--- config.mk ---
export PLATFORM = sky130hd
export DESIGN_NAME = count_tracker
export DESIGN_NICKNAME = d
export VERILOG_FILES = /design/src/rtl/count_tracker.sv
export SDC_FILE = /design/constraint.sdc
export NUM_CORES = 1
export LEC_CHECK = 0
export ABC_AREA = 1
export ABC_CLOCK_PERIOD_IN_PS = 3600
export BUFFER_PORTS_ARGS = -buffer_cell sky130_fd_sc_hd__buf_4
export CAP_MARGIN = 15
export CELL_PAD_IN_SITES_DETAIL_PLACEMENT = 1
export CELL_PAD_IN_SITES_GLOBAL_PLACEMENT = 1
export CORE_MARGIN = 4
export CORE_UTILIZATION = 43
export DETAILED_ROUTE_END_ITERATION = 10
export PLACE_DENSITY_LB_ADDON = 0.1
export RECOVER_POWER = 25
export SYNTH_ARGS = -nofsm -noshare
export SYNTH_HDL_FRONTEND = slang
export SYNTH_SLANG_ARGS = --single-unit
--- constraint.sdc ---
create_clock -name clk -period 3.6 [get_ports clk]
set_input_delay 0.36 -clock clk [delete_from_list [all_inputs] [get_ports clk]]
set_output_delay 0.36 -clock clk [all_outputs]
set_load 0.02 [all_outputs]
--- src/rtl/count_tracker.sv ---
// Receive-side tracker for a free-running modular counter: infers direction,
// rebuilds a wide absolute position across wraps and latches a fault on repeated bad steps.
module count_tracker #(
  parameter int CW        = 4,
  parameter int EXT_W     = 16,
  parameter int LOCK_N    = 2,
  parameter int ERR_LIMIT = 3
) (
  input  logic             clk,
  input  logic             rst,
  input  logic [CW-1:0]    count_in,
  input  logic             sample_en,
  input  logic             clear,
  output logic             dir,
  output logic             locked,
  output logic             fault,
  output logic [EXT_W-1:0] position,
  output logic             wrap_up,
  output logic             wrap_dn,
  output logic             step_err,
  output logic [7:0]       err_cnt,
  output logic [1:0]       state_dbg
);

  localparam int RW = $clog2(LOCK_N + 1);
  localparam int EW = $clog2(ERR_LIMIT + 1);
  localparam logic [RW-1:0] RUN_LOCK = RW'(LOCK_N);
  localparam logic [EW-1:0] ERR_MAX  = EW'(ERR_LIMIT);

  typedef enum logic [1:0] {
    IDLE  = 2'd0,
    ACQ   = 2'd1,
    LOCK  = 2'd2,
    FAULT = 2'd3
  } state_t;

  state_t        state;
  logic [CW-1:0] prev;
  logic [RW-1:0] run;
  logic [EW-1:0] consec_err;

  logic [CW-1:0] delta;
  logic          is_up;
  logic          is_dn;
  logic          is_err;
  logic          legal;
  logic [RW-1:0] run_nx;
  logic [EW-1:0] consec_nx;
  logic [7:0]    err_inc;

  assign state_dbg = state;

  // Step decode against the previous sample; delta is taken modulo 2^CW.
  always_comb begin
    delta     = count_in - prev;
    is_up     = (delta == CW'(1));
    is_dn     = (delta == {CW{1'b1}});
    is_err    = !is_up && !is_dn && (delta != '0);
    legal     = is_up || is_dn;
    run_nx    = (is_up == dir) ? run + RW'(1) : RW'(1);
    consec_nx = consec_err + EW'(1);
    err_inc   = (err_cnt == 8'hFF) ? err_cnt : err_cnt + 8'd1;
  end

  // sample_en is a valid-only qualifier: there is no ready, every asserted
  // sample is consumed on the edge it is seen; clear outranks it.
  always_ff @(posedge clk or posedge rst) begin
    if (rst) begin
      state      <= IDLE;
      prev       <= '0;
      run        <= '0;
      consec_err <= '0;
      dir        <= 1'b1;
      locked     <= 1'b0;
      fault      <= 1'b0;
      position   <= '0;
      wrap_up    <= 1'b0;
      wrap_dn    <= 1'b0;
      step_err   <= 1'b0;
      err_cnt    <= '0;
    end else begin
      wrap_up  <= 1'b0;
      wrap_dn  <= 1'b0;
      step_err <= 1'b0;
      if (clear) begin
        state      <= IDLE;
        prev       <= '0;
        run        <= '0;
        consec_err <= '0;
        dir        <= 1'b1;
        locked     <= 1'b0;
        fault      <= 1'b0;
        position   <= '0;
        err_cnt    <= '0;
      end else if (sample_en) begin
        case (state)
          IDLE: begin
            prev  <= count_in;
            run   <= '0;
            state <= ACQ;
          end
          ACQ: begin
            prev <= count_in;
            if (legal) begin
              wrap_up <= is_up && (prev == {CW{1'b1}});
              wrap_dn <= is_dn && (prev == '0);
              dir     <= is_up;
              run     <= run_nx;
              if (run_nx == RUN_LOCK) begin
                state    <= LOCK;
                locked   <= 1'b1;
                position <= EXT_W'(count_in);
              end
            end else if (is_err) begin
              step_err <= 1'b1;
              err_cnt  <= err_inc;
              run      <= '0;
            end
          end
          LOCK: begin
            prev <= count_in;
            if (legal) begin
              wrap_up    <= is_up && (prev == {CW{1'b1}});
              wrap_dn    <= is_dn && (prev == '0);
              dir        <= is_up;
              consec_err <= '0;
              position   <= is_up ? position + EXT_W'(1) : position - EXT_W'(1);
            end else if (is_err) begin
              step_err   <= 1'b1;
              err_cnt    <= err_inc;
              consec_err <= consec_nx;
              if (consec_nx == ERR_MAX) begin
                state  <= FAULT;
                locked <= 1'b0;
                fault  <= 1'b1;
              end
            end
          end
          default: ; // FAULT holds everything until clear or rst
        endcase
      end
    end
  end

endmodule
==> flow_metrics.py, run 1 <==
metrics = {
    "routing": {
        "final_antenna_net_count": 0,
        "drt-total-wl_um": 8780,
        "avgViaCountPerCell": 5.28,
        "vias": 2954,
        "wl_per_cell_um": 15.7,
        "drc": 0,
        "drtIter0Drc": 108,
        "drt_pre_antenna_iters": 4,
    },
    "sta": {
        "period_share_pct": 92.3,
        "finalMaxSlewViolations": 41,
        "timing.hold.ws_ps": 328,
        "finalSetupViolCount": 0,
        "fin_skew_ps": 9.01,
        "slew_headroom_pct": -56.3,
        "hold_viol": 0,
        "rsz0062_at_grt": "false",
        "fin_crit_ps": 3320,
        "tightest_slew_ps": 2340,
        "fmax_ghz": 0.301,
        "setup_ws_ps": 276,
        "final.setup.tns_ps": 0,
    },
    "global_route": {
        "grtUsageMet2_pct": 34.5,
        "use_met3_pct": 3.90,
        "grt_antenna_before_repair": 0,
        "top_usage_layer": "met2",
        "grt_overflow": 0,
        "grt_max_degree": 41,
        "grt_pass1_wl_um": 14900,
        "grt_use_met1_pct": 28.9,
        "grt_pass1_vias": 3030,
        "grt_usage_pct": 21.2,
    },
    "run_status": {
        "violations": "max-capacitance violations, max-slew violations",
        "status": "finished with violations",
    },
    "place": {
        "placed_area_mm2": 0.00358,
        "io_buffers": 39,
        "place.gp.congestion": 0.887,
        "dpl.cell_count": 551,
        "pre_cts_slack_ps": 65.5,
        "dp_hpwl_um": 6820,
    },
    "yosys": {
        "async_flop_share_pct": 100,
        "synth_edf_count": 0,
        "synth_ff_type": "dfrtp_1",
        "avgSynthCellArea_um2": 7.65,
        "netlist.top_cell.by_area": "dfrtp_1",
        "synth_top_cell_area_share_pct": 30.4,
        "synth_warnings": 0,
        "ys_ff_latch": 40,
        "synth-seq-area-share_pct": 31.3,
        "synth.area.top_cells": "dfrtp_1 (30%), nand2_1 (10%), ha_1 (9.8%)",
        "synth_nets": 454,
        "syn_inst": 419,
        "syn_area_mm2": 0.00321,
        "synth.distinct_cells": 41,
    },
    "flow_run": {
        "maxCapViolCount": 1,
    },
    "critical_path": {
        "rr_endpoint": "position[8]$_DFFE_PP0P_",
        "cp-endpoint": "position[8]$_DFFE_PP0P_",
        "end_kind": "flop",
        "worst-setup-path-type": "reg -> reg",
        "path_max_fanout": 14,
        "arrival_ps": 3500,
        "cp-start-kind": "flop",
        "r2r_cells": 15,
        "required_ps": 3780,
        "ff2ff_setup_slack_ps": 280,
        "crit_path_start": "prev[0]$_DFFE_PP0P_",
        "r2r-start": "prev[0]$_DFFE_PP0P_",
    },
    "cts": {
        "insertion_delay_ps": 300,
        "cts_sinks": 40,
        "clk_pin_slew_ps": 90,
        "cts_tree": "done",
        "htree_levels": 2,
        "cts_root_buf": "clkbuf_8",
        "cts-buffers-inserted": 5,
        "cts_buffer_depth": 2,
    },
    "floorplanning": {
        "die-area_mm2": 0.00890,
        "die_h_um": 94.4,
        "dieWidth_um": 94.4,
        "core-area_mm2": 0.00725,
        "start_util_pct": 44.2,
        "io_pins": 40,
        "fp-row-count": 31,
    },
    "layout": {
        "post-route-util_pct": 51.0,
        "syn_to_final_growth_pct": 15.3,
        "drive_gt1_share_pct": 24.1,
        "fin_nets": 494,
        "layout.cells.most_common_list": "nand2_1 (88), inv_1 (45), buf_4 (40)",
        "final_area_mm2": 0.00370,
        "final_common_cell": "nand2_1",
        "fin_cells": 559,
        "antenna_cells": 0,
    },
    "worst_hold_path": {
        "min_path_type": "in -> reg",
    },
    "pwr": {
        "power_mw": 3.24,
        "p_per_area_mw_per_mm2": 876,
        "p_leak_nw": 1.87,
        "vdd_drop_max_v": 0.000371,
    },
}
worst max-delay path, stage by stage (launching register included):
cell and delay, ps:
dfrtp_1 410, ha_1 200, inv_2 60, fa_1 420
nor2_1 270, nand3_4 240, ha_1 430, a21oi_1 200
o21ai_1 160, nand2_1 90, nand2_1 110, nand2_1 90
nand2_1 70, or2_2 280, nand4_1 100, o21ai_2 70
final cells by class:
cell class | count | area [µm²]
Fill cell | 926 | 3560
Multi-Input combinational cell | 322 | 1960
Clock buffer | 5 | 68.8
Clock inverter | 3 | 47.5
Timing Repair Buffer | 42 | 312
Tap cell | 99 | 124
Sequential cell | 40 | 1000
Inverter | 48 | 180
worst min path at each step:
stage / startpoint / to / slack [ps] / depth (start not counted)
2_1_floorplan: consec_err[1]$_DFFE_PP0P_ / consec_err[1]$_DFFE_PP0P_ / 450 / 2
3_3_place_gp: locked$_DFFE_PP0P_ / locked$_DFFE_PP0P_ / 460 / 2
3_5_place_dp: locked$_DFFE_PP0P_ / locked$_DFFE_PP0P_ / 460 / 2
4_1_cts: rst / position[11]$_DFFE_PP0P_ / 220 / 3
5_1_grt: count_in[2] / prev[2]$_DFFE_PP0P_ / 350 / 3
6_report: count_in[2] / prev[2]$_DFFE_PP0P_ / 330 / 3
cell usage after synthesis (all sizes together) (7+ instances only):
cell	number
a21oi	15
dfrtp	39
ha	25
inv	48
nand2	109
nand3	33
nand4	18
nor2	41
o21ai	36
or2	9
xor2	7
repair_timing:
item,in CTS,in global routing
resized for setup,0,1
endpoints found under the setup margin,0,2
setup buffers,0,0
hold buffers,0,0
per-layer routing:
layer  part of all wire [%]  wire, µm
met4                    1.3       115
met3                    3.7       325
met5                      0         0
met2                     47      4090
met1                     48      4250
registers in the layout (all words and copies together), names as in the netlist:
signal,flops
wrap_dn,1
locked,1
position,16
wrap_up,1
step_err,1
prev,4
run,2
state_dbg,2
dir,1
err_cnt,8
fault,1
consec_err,2
kinds of logic after synthesis:
family	synth area share, %
simple gates	33.5
compound gates	13.2
buf+inv	7.53
flops	31.3
fa+ha+maj	11.0
xor+xnor	3.51
report_power, final:
part	switching, mW	total [mW]	internal (mW)
sequential	0.127	0.692	0.565
combinational	1.39	2.16	0.769
clock	0.179	0.388	0.209
total	1.70	3.24	1.54
(Power assumes the default switching activity.)
==> run 2, diff against run 1 <==
--- a/config.mk
+++ b/config.mk
@@ -14,6 +14,7 @@
 export CORE_MARGIN = 4
 export CORE_UTILIZATION = 43
 export DETAILED_ROUTE_END_ITERATION = 10
+export MAX_ROUTING_LAYER = met4
 export PLACE_DENSITY_LB_ADDON = 0.1
 export RECOVER_POWER = 25
 export SYNTH_ARGS = -nofsm -noshare
==> run 2 against run 1 <==
The flow still finishes with violations (max-capacitance violations, max-slew violations). Sequential share of layout area did not move. Critical path depth is 1 lower. First-iteration DRC count down 1.9%. Clock-buffer cell count did not move. Clock power is essentially flat. Register-to-register slack is essentially flat. Cell count is the same. Highest routed layer unchanged.
==> flow_metrics.py, run 2 (synthesis gave the netlist of run 1 again) <==
metrics = {
    "run_status": {
        "status": "finished with violations",
        "violations": "max-capacitance violations, max-slew violations",
    },
    "routing": {
        "avgViaCountPerCell": 5.28,
        "drt_pre_antenna_iters": 4,
        "drt-total-wl_um": 8750,
        "wl_per_cell_um": 15.7,
        "final_antenna_net_count": 0,
        "vias": 2952,
        "drtIter0Drc": 106,
        "drc": 0,
    },
    "global_route": {
        "grt_max_degree": 41,
        "grt_overflow": 0,
        "grt_antenna_before_repair": 0,
        "grt_pass1_vias": 3025,
        "grt_pass1_wl_um": 14900,
        "grt_usage_pct": 21.8,
    },
    "pwr": {
        "seqPwrFrac_pct": 21.4,
        "vdd_drop_max_v": 0.000372,
        "intPower_mw": 1.54,
        "combPwrFrac_pct": 66.6,
        "sw_frac_of_total_pct": 52.3,
        "clock_power_share_pct": 12.0,
        "p_per_area_mw_per_mm2": 875,
        "p_leak_nw": 1.87,
        "power_switching_mw": 1.69,
        "power_mw": 3.24,
    },
    "critical_path": {
        "critical_path.top_delay_family": "adder cells",
        "max_stage_delay_ps": 420,
        "path_buf_inv": 3,
        "arrival_ps": 3510,
        "slowest_stage": "fa_1",
        "cp-start-kind": "flop",
        "required_ps": 3790,
        "path_max_fanout": 14,
        "crit_top_cell": "ha_1",
        "end_kind": "flop",
        "worst-setup-path-type": "reg -> reg",
        "crit_chain": "ha_1, inv_2, fa_1, nor2_1, nand3_4, buf_4, ha_1, a21oi_1, o21ai_0, inv_1, nand3_1, or2_2, nand4_1, o21ai_2",
    },
    "layout": {
        "antenna_cells": 0,
        "layout.cells.most_common_list": "nand2_1 (88), inv_1 (45), buf_4 (40)",
        "fin_nets": 494,
        "drive_gt1_share_pct": 24.1,
        "syn_to_final_growth_pct": 15.3,
        "final_common_cell": "nand2_1",
        "largest_register": "position",
        "largest_reg_flops": 16,
        "reg_top3": "position (16), err_cnt (8), prev (4)",
    },
    "cts": {
        "cts_tree": "done",
        "cts_buffer_depth": 2,
        "post_cts_buffers": 0,
        "cts_root_buf": "clkbuf_8",
        "cts-buffers-inserted": 5,
        "clk_pin_slew_ps": 90,
        "cts_sinks": 40,
        "htree_levels": 2,
        "insertion_delay_ps": 300,
    },
    "floorplanning": {
        "die_h_um": 94.4,
        "fp-row-count": 31,
        "core-area_mm2": 0.00725,
        "dieWidth_um": 94.4,
        "die-area_mm2": 0.00890,
        "io_pins": 40,
        "start_util_pct": 44.2,
    },
    "worst_hold_path": {
        "min_path_type": "in -> reg",
    },
    "sta": {
        "finalMaxSlewViolations": 41,
        "final.setup.tns_ps": 0,
        "finalSetupViolCount": 0,
        "timing.hold.ws_ps": 330,
        "rsz0062_at_grt": "false",
        "fin_crit_ps": 3320,
        "tightest_slew_ps": 2340,
        "period_share_pct": 92.3,
        "hold_viol": 0,
        "fin_skew_ps": 8.10,
        "slew_headroom_pct": -56.1,
        "fmax_ghz": 0.301,
    },
    "place": {
        "io_buffers": 39,
        "dp_hpwl_um": 6820,
        "place.gp.congestion": 0.902,
    },
    "flow_run": {
        "maxCapViolCount": 1,
    },
}
run 2: cell counts in the layout (fill, tap and decap cells not counted):
No cell type changed its count.
run 2: final timing paths:
path	to	depth (start not counted)	start	slack (ps)
max	position[11]$_DFFE_PP0P_	14	prev[0]$_DFFE_PP0P_	280
min	prev[2]$_DFFE_PP0P_	3	count_in[2]	330
max reg2reg	position[11]$_DFFE_PP0P_	14	prev[0]$_DFFE_PP0P_	280
min reg2reg	locked$_DFFE_PP0P_	2	locked$_DFFE_PP0P_	480
max in group asynchronous	position[0]$_DFFE_PP0P_	3	rst	1350
min in group asynchronous	err_cnt[4]$_DFFE_PP0P_	3	rst	930
run 2: tightest hold or removal path, delay by kind of cell:
| family | cells | cell delay [ps] |
|---|---|---|
| AO/OA/AOI/OAI | 1 | 70 |
| AND/OR/NAND/NOR | 1 | 70 |
| buffers and inverters | 1 | 100 |
run 2: repair_timing:
action / 4_1_cts / 5_1_grt
gates resized for setup: 0 / 1
hold buffers: 0 / 0
setup endpoints to repair: 0 / 2
run 2: cell type report:
type / instances / area, µm²
repair buffers: 42 / 312
clock buffers: 5 / 68.8
flip-flops and latches: 40 / 1000
clock inverters: 3 / 47.5
inverters: 48 / 180
fillers: 926 / 3560
well taps: 99 / 124
multi-input cells: 322 / 1960
run 2: through the flow:
| step | utilization, % | instances | setup WS (ps) | cell area (µm²) |
|---|---|---|---|---|
| global route | 51.0 | 559 | 23.2 | 3700 |
| floorplan | - | 419 | 550 | 3210 |
| finish | 51.0 | 559 | 279 | 3700 |
| detailed placement | 49.4 | 551 | 65.5 | 3580 |
| CTS | 51.0 | 559 | 209 | 3700 |
| global placement | 49.4 | 551 | 135 | 3580 |
run 2: power by group through the flow:
stage / clock network, mW / registers, mW / logic (mW)
finish: 0.387 / 0.692 / 2.16
detailed placement: 0 / 0.703 / 2.14
global placement: 0 / 0.696 / 2.09
floorplan: 0 / 0.790 / 1.49
global route: 0.418 / 0.714 / 2.44
CTS: 0.403 / 0.696 / 2.16
run 2: metal layers:
| metal | GRT usage [%] | share of wire, % |
|---|---|---|
| met3 | 3.43 | 3.8 |
| met1 | 29.1 | 48 |
| met2 | 34.6 | 47 |
| met5 | - | 0 |
| met4 | 5.54 | 1.3 |
